**src/rtl/s420_pkg.sv**
```systemverilog
// s420_pkg: shared constants and state type for the s420 deserializer and its bench model.
package s420_pkg;
    localparam int SLOT_COUNT = 17;
    localparam int FRAME_BITS = SLOT_COUNT;
    localparam int IDX_W = 5;
    typedef enum logic {IDLE, COLLECT} state_t;
endpackage

```
**src/rtl/s420_deser_if.sv**
```systemverilog
// s420_deser_if: serial-in / parallel-out bus between link, deserializer and word consumer.
interface s420_deser_if;
    import s420_pkg::*;
    logic P_0, SYNC, D, ACK;
    logic [FRAME_BITS-1:0] C;
    logic VALID, OVR, SYNCERR;
    logic [IDX_W-1:0] IDX;
    modport master (output P_0, SYNC, D, ACK, input C, VALID, OVR, SYNCERR, IDX);
    modport slave (input P_0, SYNC, D, ACK, output C, VALID, OVR, SYNCERR, IDX);
endinterface

```
**src/rtl/s420_slot_ctr.sv**
```systemverilog
// s420_slot_ctr: mod-FRAME_BITS slot counter built from cascaded nibble stages with carry enable.
module s420_slot_ctr import s420_pkg::*; (
    input  logic             clk,
    input  logic             rst_n,
    input  logic             en,
    input  logic             load,
    output logic [IDX_W-1:0] idx,
    output logic             wrap
);
    localparam int NIB = (IDX_W + 3) / 4;
    logic [NIB-1:0] cy;
    assign cy[0] = en;
    assign wrap = en && idx == IDX_W'(FRAME_BITS - 1);
    for (genvar n = 0; n < NIB; n++) begin : g_nib
        localparam int W = (n == NIB - 1) ? IDX_W - 4 * n : 4;
        logic [W-1:0] q;
        assign idx[4*n +: W] = q;
        if (n < NIB - 1) begin : g_cy
            assign cy[n+1] = cy[n] & (&q);
        end
        // Resync loads 1 because slot 0 is written by the SYNC bit itself
        always_ff @(posedge clk or negedge rst_n)
            if (!rst_n) q <= '0;
            else if (load) q <= (n == 0) ? W'(1) : '0;
            else if (wrap) q <= '0;
            else if (cy[n]) q <= q + W'(1);
    end
endmodule

```
**src/rtl/s420_deser.sv**
```systemverilog
// s420_deser: slot-indexed serial bits in, registered FRAME_BITS-wide word out with valid/ack.
module s420_deser import s420_pkg::*; (
    input logic         CK,
    input logic         RN,
    s420_deser_if.slave bus
);
    state_t state, state_nxt;
    logic [FRAME_BITS-1:0] buf_q, buf_nxt;
    logic ld, en, wrap, serr;
    s420_slot_ctr u_ctr (.clk(CK), .rst_n(RN), .en(en), .load(ld), .idx(bus.IDX), .wrap(wrap));
    always_ff @(posedge CK or negedge RN)
        if (!RN) state <= IDLE;
        else state <= state_nxt;
    always_comb state_nxt = (bus.P_0 && bus.SYNC) ? COLLECT : state;
    always_comb begin
        ld = bus.P_0 && bus.SYNC;
        en = bus.P_0 && !bus.SYNC && state == COLLECT;
        serr = ld && state == COLLECT && bus.IDX != '0;
        buf_nxt = buf_q;
        buf_nxt[bus.IDX] = bus.D;
        // A frame start drops any partial frame and keeps only slot 0
        if (ld) buf_nxt = {{(FRAME_BITS-1){1'b0}}, bus.D};
    end
    always_ff @(posedge CK or negedge RN)
        if (!RN) begin
            buf_q <= '0;
            bus.C <= '0;
            bus.VALID <= 1'b0;
            bus.OVR <= 1'b0;
            bus.SYNCERR <= 1'b0;
        end else begin
            if (ld || en) buf_q <= buf_nxt;
            if (wrap) bus.C <= buf_nxt;
            bus.VALID <= wrap || (bus.VALID && !bus.ACK);
            bus.OVR <= wrap && bus.VALID && !bus.ACK;
            bus.SYNCERR <= serr;
        end
endmodule

```
**src/flat_wrapper.sv**
```systemverilog
// flat-port wrapper written by rule: the top's interface ports become plain ports
module s420_deser_flat import s420_pkg::*;
  (CK, RN, bus_P_0, bus_SYNC, bus_D, bus_ACK, bus_C, bus_VALID, bus_OVR, bus_SYNCERR, bus_IDX);
  s420_deser_if bus_i ();
  input logic CK;
  input logic RN;
  input wire logic [$bits(bus_i.P_0)-1:0] bus_P_0;
  input wire logic [$bits(bus_i.SYNC)-1:0] bus_SYNC;
  input wire logic [$bits(bus_i.D)-1:0] bus_D;
  input wire logic [$bits(bus_i.ACK)-1:0] bus_ACK;
  output wire logic [$bits(bus_i.C)-1:0] bus_C;
  output wire logic [$bits(bus_i.VALID)-1:0] bus_VALID;
  output wire logic [$bits(bus_i.OVR)-1:0] bus_OVR;
  output wire logic [$bits(bus_i.SYNCERR)-1:0] bus_SYNCERR;
  output wire logic [$bits(bus_i.IDX)-1:0] bus_IDX;
  assign bus_i.P_0 = bus_P_0;
  assign bus_i.SYNC = bus_SYNC;
  assign bus_i.D = bus_D;
  assign bus_i.ACK = bus_ACK;
  assign bus_C = bus_i.C;
  assign bus_VALID = bus_i.VALID;
  assign bus_OVR = bus_i.OVR;
  assign bus_SYNCERR = bus_i.SYNCERR;
  assign bus_IDX = bus_i.IDX;
  s420_deser u_core (.CK(CK), .RN(RN), .bus(bus_i));
endmodule
```
**config.mk**
```make
export PLATFORM = sky130hd
export DESIGN_NAME = s420_deser_flat
export DESIGN_NICKNAME = d
export VERILOG_FILES = /design/src/rtl/s420_pkg.sv /design/src/rtl/s420_deser_if.sv /design/src/rtl/s420_slot_ctr.sv /design/src/rtl/s420_deser.sv /design/src/flat_wrapper.sv
export SDC_FILE = /design/constraint.sdc
export NUM_CORES = 1
export LEC_CHECK = 0
export CAP_MARGIN = 20
export CELL_PAD_IN_SITES_DETAIL_PLACEMENT = 0
export CELL_PAD_IN_SITES_GLOBAL_PLACEMENT = 1
export CORE_MARGIN = 2
export CORE_UTILIZATION = 43
export CTS_CLUSTER_SIZE = 40
export DETAILED_ROUTE_END_ITERATION = 16
export PLACE_DENSITY = 0.85
export REMOVE_ABC_BUFFERS = 1
export SKIP_CTS_REPAIR_TIMING = 1
export SLEW_MARGIN = 30
export SYNTH_ARGS = -nofsm -noshare
export SYNTH_HDL_FRONTEND = slang
export SYNTH_SLANG_ARGS = --single-unit
```
**constraint.sdc**
```tcl
create_clock -name CK -period 2.4 [get_ports CK]
set_clock_uncertainty 0.05 [all_clocks]
set_input_delay 0.48 -clock CK [delete_from_list [all_inputs] [get_ports CK]]
set_output_delay 0.48 -clock CK [all_outputs]
set_load 0.005 [all_outputs]
```
* Word-level counts from Yosys, hierarchy flattened
Index checks and enable logic that the tools add are counted.
** Storage, ports and cells
- Logic and storage cells :: 42
- Register bits :: 43
- Output and inout bits :: 25
- Input bits :: 6
** Cells by class
- Bitwise logic cells :: 1
- Equality and inequality tests :: 1
- $add $sub $neg :: 2
- $lt $le $gt $ge :: 2
- Multiplexer cells :: 10
- Reduce and logical (&&, ||, !) cells :: 18
** Operators with widths (count)
- $bwmux W17 :: 1
- $mux W17 :: 1
- $mux W4 :: 3
- $logic_and A1 B1 Y1 :: 10
- $lt A5 B6 Y1 const B :: 1
- $reduce_bool A3 Y1 :: 2
- $demux W1 S5 :: 1
- $eq A5 B5 Y1 const B :: 1
- $ge A5 B1 Y1 const B :: 1
- $reduce_bool A5 Y1 :: 1
- $add A4 B1 Y4 const B :: 1
- $mux W1 :: 4
- $reduce_and A4 Y1 :: 1
- $logic_not A1 Y1 :: 2
- $logic_or A1 B1 Y1 :: 2
- $add A1 B1 Y1 const B :: 1
- $and A1 B1 Y1 :: 1

* Longest topological paths before layout
- Depth in word-level cells :: 7
- Gate-level depth with buffers :: 6
- Depth with buffers taken out :: 5

* Cells and area by module
A second synthesis with hierarchy kept.
** Second synthesis, totals
- Cells, all modules :: 229
- Area total of the unflattened synthesis :: 2284.7 sq um
** Modules (own cells, without submodules)
- s420_deser :: area an instance 2003.2 sq um, sequential area each 950.9 sq um, instances 1, cells each 201
- s420_slot_ctr :: area an instance 281.5 sq um, sequential area each 125.1 sq um, instances 1, cells each 28

* Worst setup path before layout
No wires, ideal clock.
- Kind :: flip-flop to flip-flop
- From :: register u_core.u_ctr.g_nib[0].q[0]
- To :: register u_core.buf_q[0]
- Slack :: 419 ps
- Clock period less this slack :: 1981 ps
- Arrival :: 1807 ps
- Required time :: 2225 ps
- Library setup time :: 125 ps
- Cell stages (with the launch flop) :: 6
- Buffers on the path :: 0
- Path through :: dfrtp_1 -> inv_1 -> ha_1 -> or4b_4 -> o31ai_2 -> mux2_2
** Between the ends
- Cells in the longest elaborated chain, start to end :: 6
- Elaborated cells between the ends (all ways) :: 7
- Those cells by class :: 2 x order compare; 4 x mux; 1 x reduce/logical
** RTL lines
- start: declaration :: RTL line s420_slot_ctr.sv:16 : logic [W-1:0] q;
- start signal: assignment :: RTL line s420_slot_ctr.sv:24 : else if (load) q <= (n == 0) ? W'(1) : '0;
- start signal: assignment :: RTL line s420_slot_ctr.sv:26 : else if (cy[n]) q <= q + W'(1);
- $lt A5 B6 Y1 (not written as such) / $ge A5 B1 Y1 (equally long branches) :: RTL line s420_deser.sv:20 : buf_nxt[bus.IDX] = bus.D;
- $logic_and A1 B1 Y1 (not written as such) :: RTL line s420_deser.sv:20
- $mux W1 (not written as such) :: RTL line s420_deser.sv:20
- $demux W1 S5 (*)
- $bwmux W17 (*) :: RTL line s420_deser.sv:20
- $mux W17 (*) :: RTL line s420_deser.sv:22 : if (ld) buf_nxt = {{(FRAME_BITS-1){1'b0}}, bus.D};
- end signal: assignment :: RTL line s420_deser.sv:32 : if (ld || en) buf_q <= buf_nxt;
- end: declaration :: RTL line s420_deser.sv:8 : logic [FRAME_BITS-1:0] buf_q, buf_nxt;
Every way passes the cells marked *; elsewhere a longest branch is shown, timed or not.
A chain may end at the register's enable or synchronous reset.

* Worst setup path after layout
- From :: register u_core.u_ctr.g_nib[1].q
- To :: output bus_IDX[4]
** RTL lines
- start: declaration :: RTL line s420_slot_ctr.sv:16
- start signal: assignment :: RTL line s420_slot_ctr.sv:24
- start signal: assignment :: RTL line s420_slot_ctr.sv:26
- end: declaration :: RTL line flat_wrapper.sv:15 : output wire logic [$bits(bus_i.IDX)-1:0] bus_IDX;
No word-level cell between the ends.

==> flow_metrics.py <==
metrics = {
    "run_status": {
        "run_status": "finished clean",
    },
    "run": {
        "drv_cap": 0,
    },
    "timing": {
        "hold_slack_ps": 91.36,
        "hold_viol": 0,
        "setup_tns_ps": 0,
        "finalCritPeriodShare": 0.9416,
        "worst_pin_slew_ps": 710.8,
        "rsz0062_at_grt": "no",
        "slew_violations": 0,
        "max_freq_mhz": 442.5,
        "max-slew-margin-rel": 0.5262,
        "setup_viol": 0,
        "fin_crit_ps": 2260,
    },
    "setup_path": {
        "cp.required_ps": 1870,
        "crit_start": "u_core.u_ctr.g_nib[1].q",
        "end_kind": "primary output",
        "path_depth": 1,
        "r2r_slack_ps": 250,
        "endpoint": "bus_IDX[4]",
        "slowest_delay_ps": 810,
        "rr_startpoint": "u_core.u_ctr.g_nib[0].q[0]",
        "cp_top_family": "flip-flops",
        "reg2reg_to": "u_core.buf_q[0]",
        "cp-start-kind": "register",
        "crit_type": "register to primary output",
        "cp_slowest_cell": "dfrtp_1",
        "cp_max_fo": 23,
        "critPathArrivalTime_ps": 1730,
        "path_buf_inv": 1,
        "rr_worst_depth": 5,
        "cp_cell_sequence": "clkdlybuf4s50_1",
    },
    "clocking": {
        "path_clk_slew_ps": 80,
        "cts_root_buf": "clkbuf_8",
        "clk_latency_ps": 290,
        "cts_buffers": 5,
        "cts.htree.levels": 2,
        "tritoncts": "built",
        "clk_path_buf_depth": 2,
        "clock-sinks": 42,
    },
    "synthesis": {
        "synth_compound_area_frac": 0.1612,
        "yosysWarnings": 0,
        "synthTopCellsByCount": "dfrtp_1 (42), a21oi_1 (37), o21ai_0 (14)",
        "synth-seq-area-share": 0.4819,
        "synth-edff-count": 0,
        "synth_area_leader_cell": "dfrtp_1",
        "yosysUniqueCellTypes": 38,
        "synth_area_leaders": "dfrtp_1 (48%), a21oi_1 (8.5%), mux2i_1 (6.0%), mux2_2 (5.7%), o21ai_0 (3.2%)",
        "synth-xor-area-share": 0,
        "avgSynthCellArea_um2": 11.01,
        "ys_ff_latch": 42,
        "synthAdderAreaFrac": 0.02295,
        "synthSimpleGateAreaFrac": 0.1675,
        "synthDominantCellAreaShare": 0.4819,
        "synthesis.area_um2": 2181,
        "yosysMostFrequentCell": "dfrtp_1",
        "async_flop_share": 1.000,
        "synthFlopType": "dfrtp_1",
        "synth_top_family_by_area": "simple AND/OR/NAND/NOR gates",
        "synthMuxAreaShare": 0.1165,
        "syn_inst": 198,
    },
    "die": {
        "die_y_um": 75.22,
        "num_rows": 25,
        "start_util": 0.4527,
        "design.core.area_um2": 4817,
        "io_pins": 31,
        "die-area_um2": 5657,
        "die_w_um": 75.22,
    },
    "detailed_routing": {
        "drtIter0Drc": 133,
        "avgRoutedWirePerCell_um": 15.35,
        "vias": 1630,
        "vias_per_cell": 5.507,
        "drc": 0,
        "finalWirelength_um": 4544,
        "first_pass_iters": 4,
        "drtAntennaViolNets": 0,
    },
    "placement": {
        "dp_hpwl_um": 2900,
        "port_buffers": 30,
        "gp_congestion": 0.8682,
    },
    "cells_and_area": {
        "nNetsFinal": 238,
        "n_fill_cell": 452,
        "n_antenna_cell": 0,
        "syn_to_final_growth_pct": 21.63,
        "drive_above_1_share": 0.1878,
    },
    "grt": {
        "grt_pass1_wl_um": 7672,
        "grt_pass1_vias": 1590,
        "antenna_found_initial": 0,
        "overflow": 0,
        "grt_max_degree": 43,
        "grtUsageTotal": 0.1809,
    },
    "min_path": {
        "hold_path.class": "input port to async pin",
    },
    "power_and_ir_drop": {
        "power_density_nw_per_um2": 757.4,
        "p_leak_nw": 1.140,
        "max-vdd-ir-drop_mv": 0.3494,
    },
}
layout by cell type (no fill, tap or decap), drive strengths merged, types with 2 or more instances in the layout:
cell type | synthesis | final
dfrtp | 42 | 42
a21oi | 37 | 37
clkdlybuf4s50 | 0 | 29
o21ai | 14 | 14
mux2i | 13 | 13
buf | 11 | 12
mux2 | 11 | 11
clkbuf | 7 | 7
nand2 | 6 | 6
nand2b | 5 | 5
and4bb | 5 | 5
nand3 | 5 | 5
nand4b | 5 | 5
inv | 4 | 4
nor4bb | 4 | 4
ha | 4 | 4
a21bo | 3 | 3
nor4b | 3 | 3
and2 | 2 | 2
and3 | 2 | 2
o31ai | 2 | 2
area by class of cell:
class	instances	area (µm²)	share of cell area
timing repair buffer	41	390.4	0.1472
clock inverter	1	5.005	0.001887
sequential	42	1051	0.3962
clock buffer	7	86.33	0.03255
tap	67	83.83	0.03160
inverter	4	15.01	0.005660
multi-input combinational	134	1021	0.3849
worst min path at each step:
stage               slack [ps]  from          endpoint  depth (start not counted)
global route               100    RN  u_core.bus.VALID                          2
CTS                        110    RN   u_core.buf_q[0]                          2
floorplan                  130    RN   u_core.buf_q[0]                          0
detailed placement         420    RN  u_core.bus.VALID                          2
global placement           420    RN  u_core.bus.VALID                          2
finish                      90    RN  u_core.bus.VALID                          2
power breakdown:
part / total [mW] / switching, mW / internal (mW)
Combinational: 0.586 / 0.226 / 0.360
Clock: 0.461 / 0.229 / 0.232
Sequential: 0.962 / 0.109 / 0.853
worst reg2reg max path: stages (launching register included):
cell and delay [ps]:
dfrtp_1 450, inv_1 150, ha_1 310, or4b_4 510, o31ai_2 210, mux2_2 360
sequential cells by signal (all words and copies together) (netlist names):
name and cells:
u_core.buf_q 16, u_core.bus.SYNCERR 1, u_core.state 1, u_core.bus.OVR 1, u_core.u_ctr.g_nib.q 5, u_core.bus.C 17, u_core.bus.VALID 1
kinds of logic after synthesis:
| group | after synthesis |
|---|---|
| buf+inv | 22 |
| fa+ha+maj | 4 |
| mux | 24 |
| simple gates | 44 |
| compound gates | 62 |
| flops | 42 |
metrics by stage:
step	std cells	util	worst slack [ps]	power, mW	cell area (µm²)
floorplan	180	-	406.5	1.221	2087
global placement	288	0.5317	268.8	1.556	2561
finish	296	0.5506	140.3	2.009	2653
detailed placement	288	0.5317	219.4	1.562	2561
CTS	296	0.5506	135.3	2.033	2653
global route	296	0.5506	24.28	2.141	2653
routing by layer:
layer	vias to the layer above	part of all wire	GRT usage
li1	790	-	-
met1	782	0.47	0.2570
met2	51	0.47	0.2729
met3	7	0.047	0.04150
met4	0	0.013	0.06433
met5	-	0	0
No activity file was read; power rests on OpenSTA's default activity.
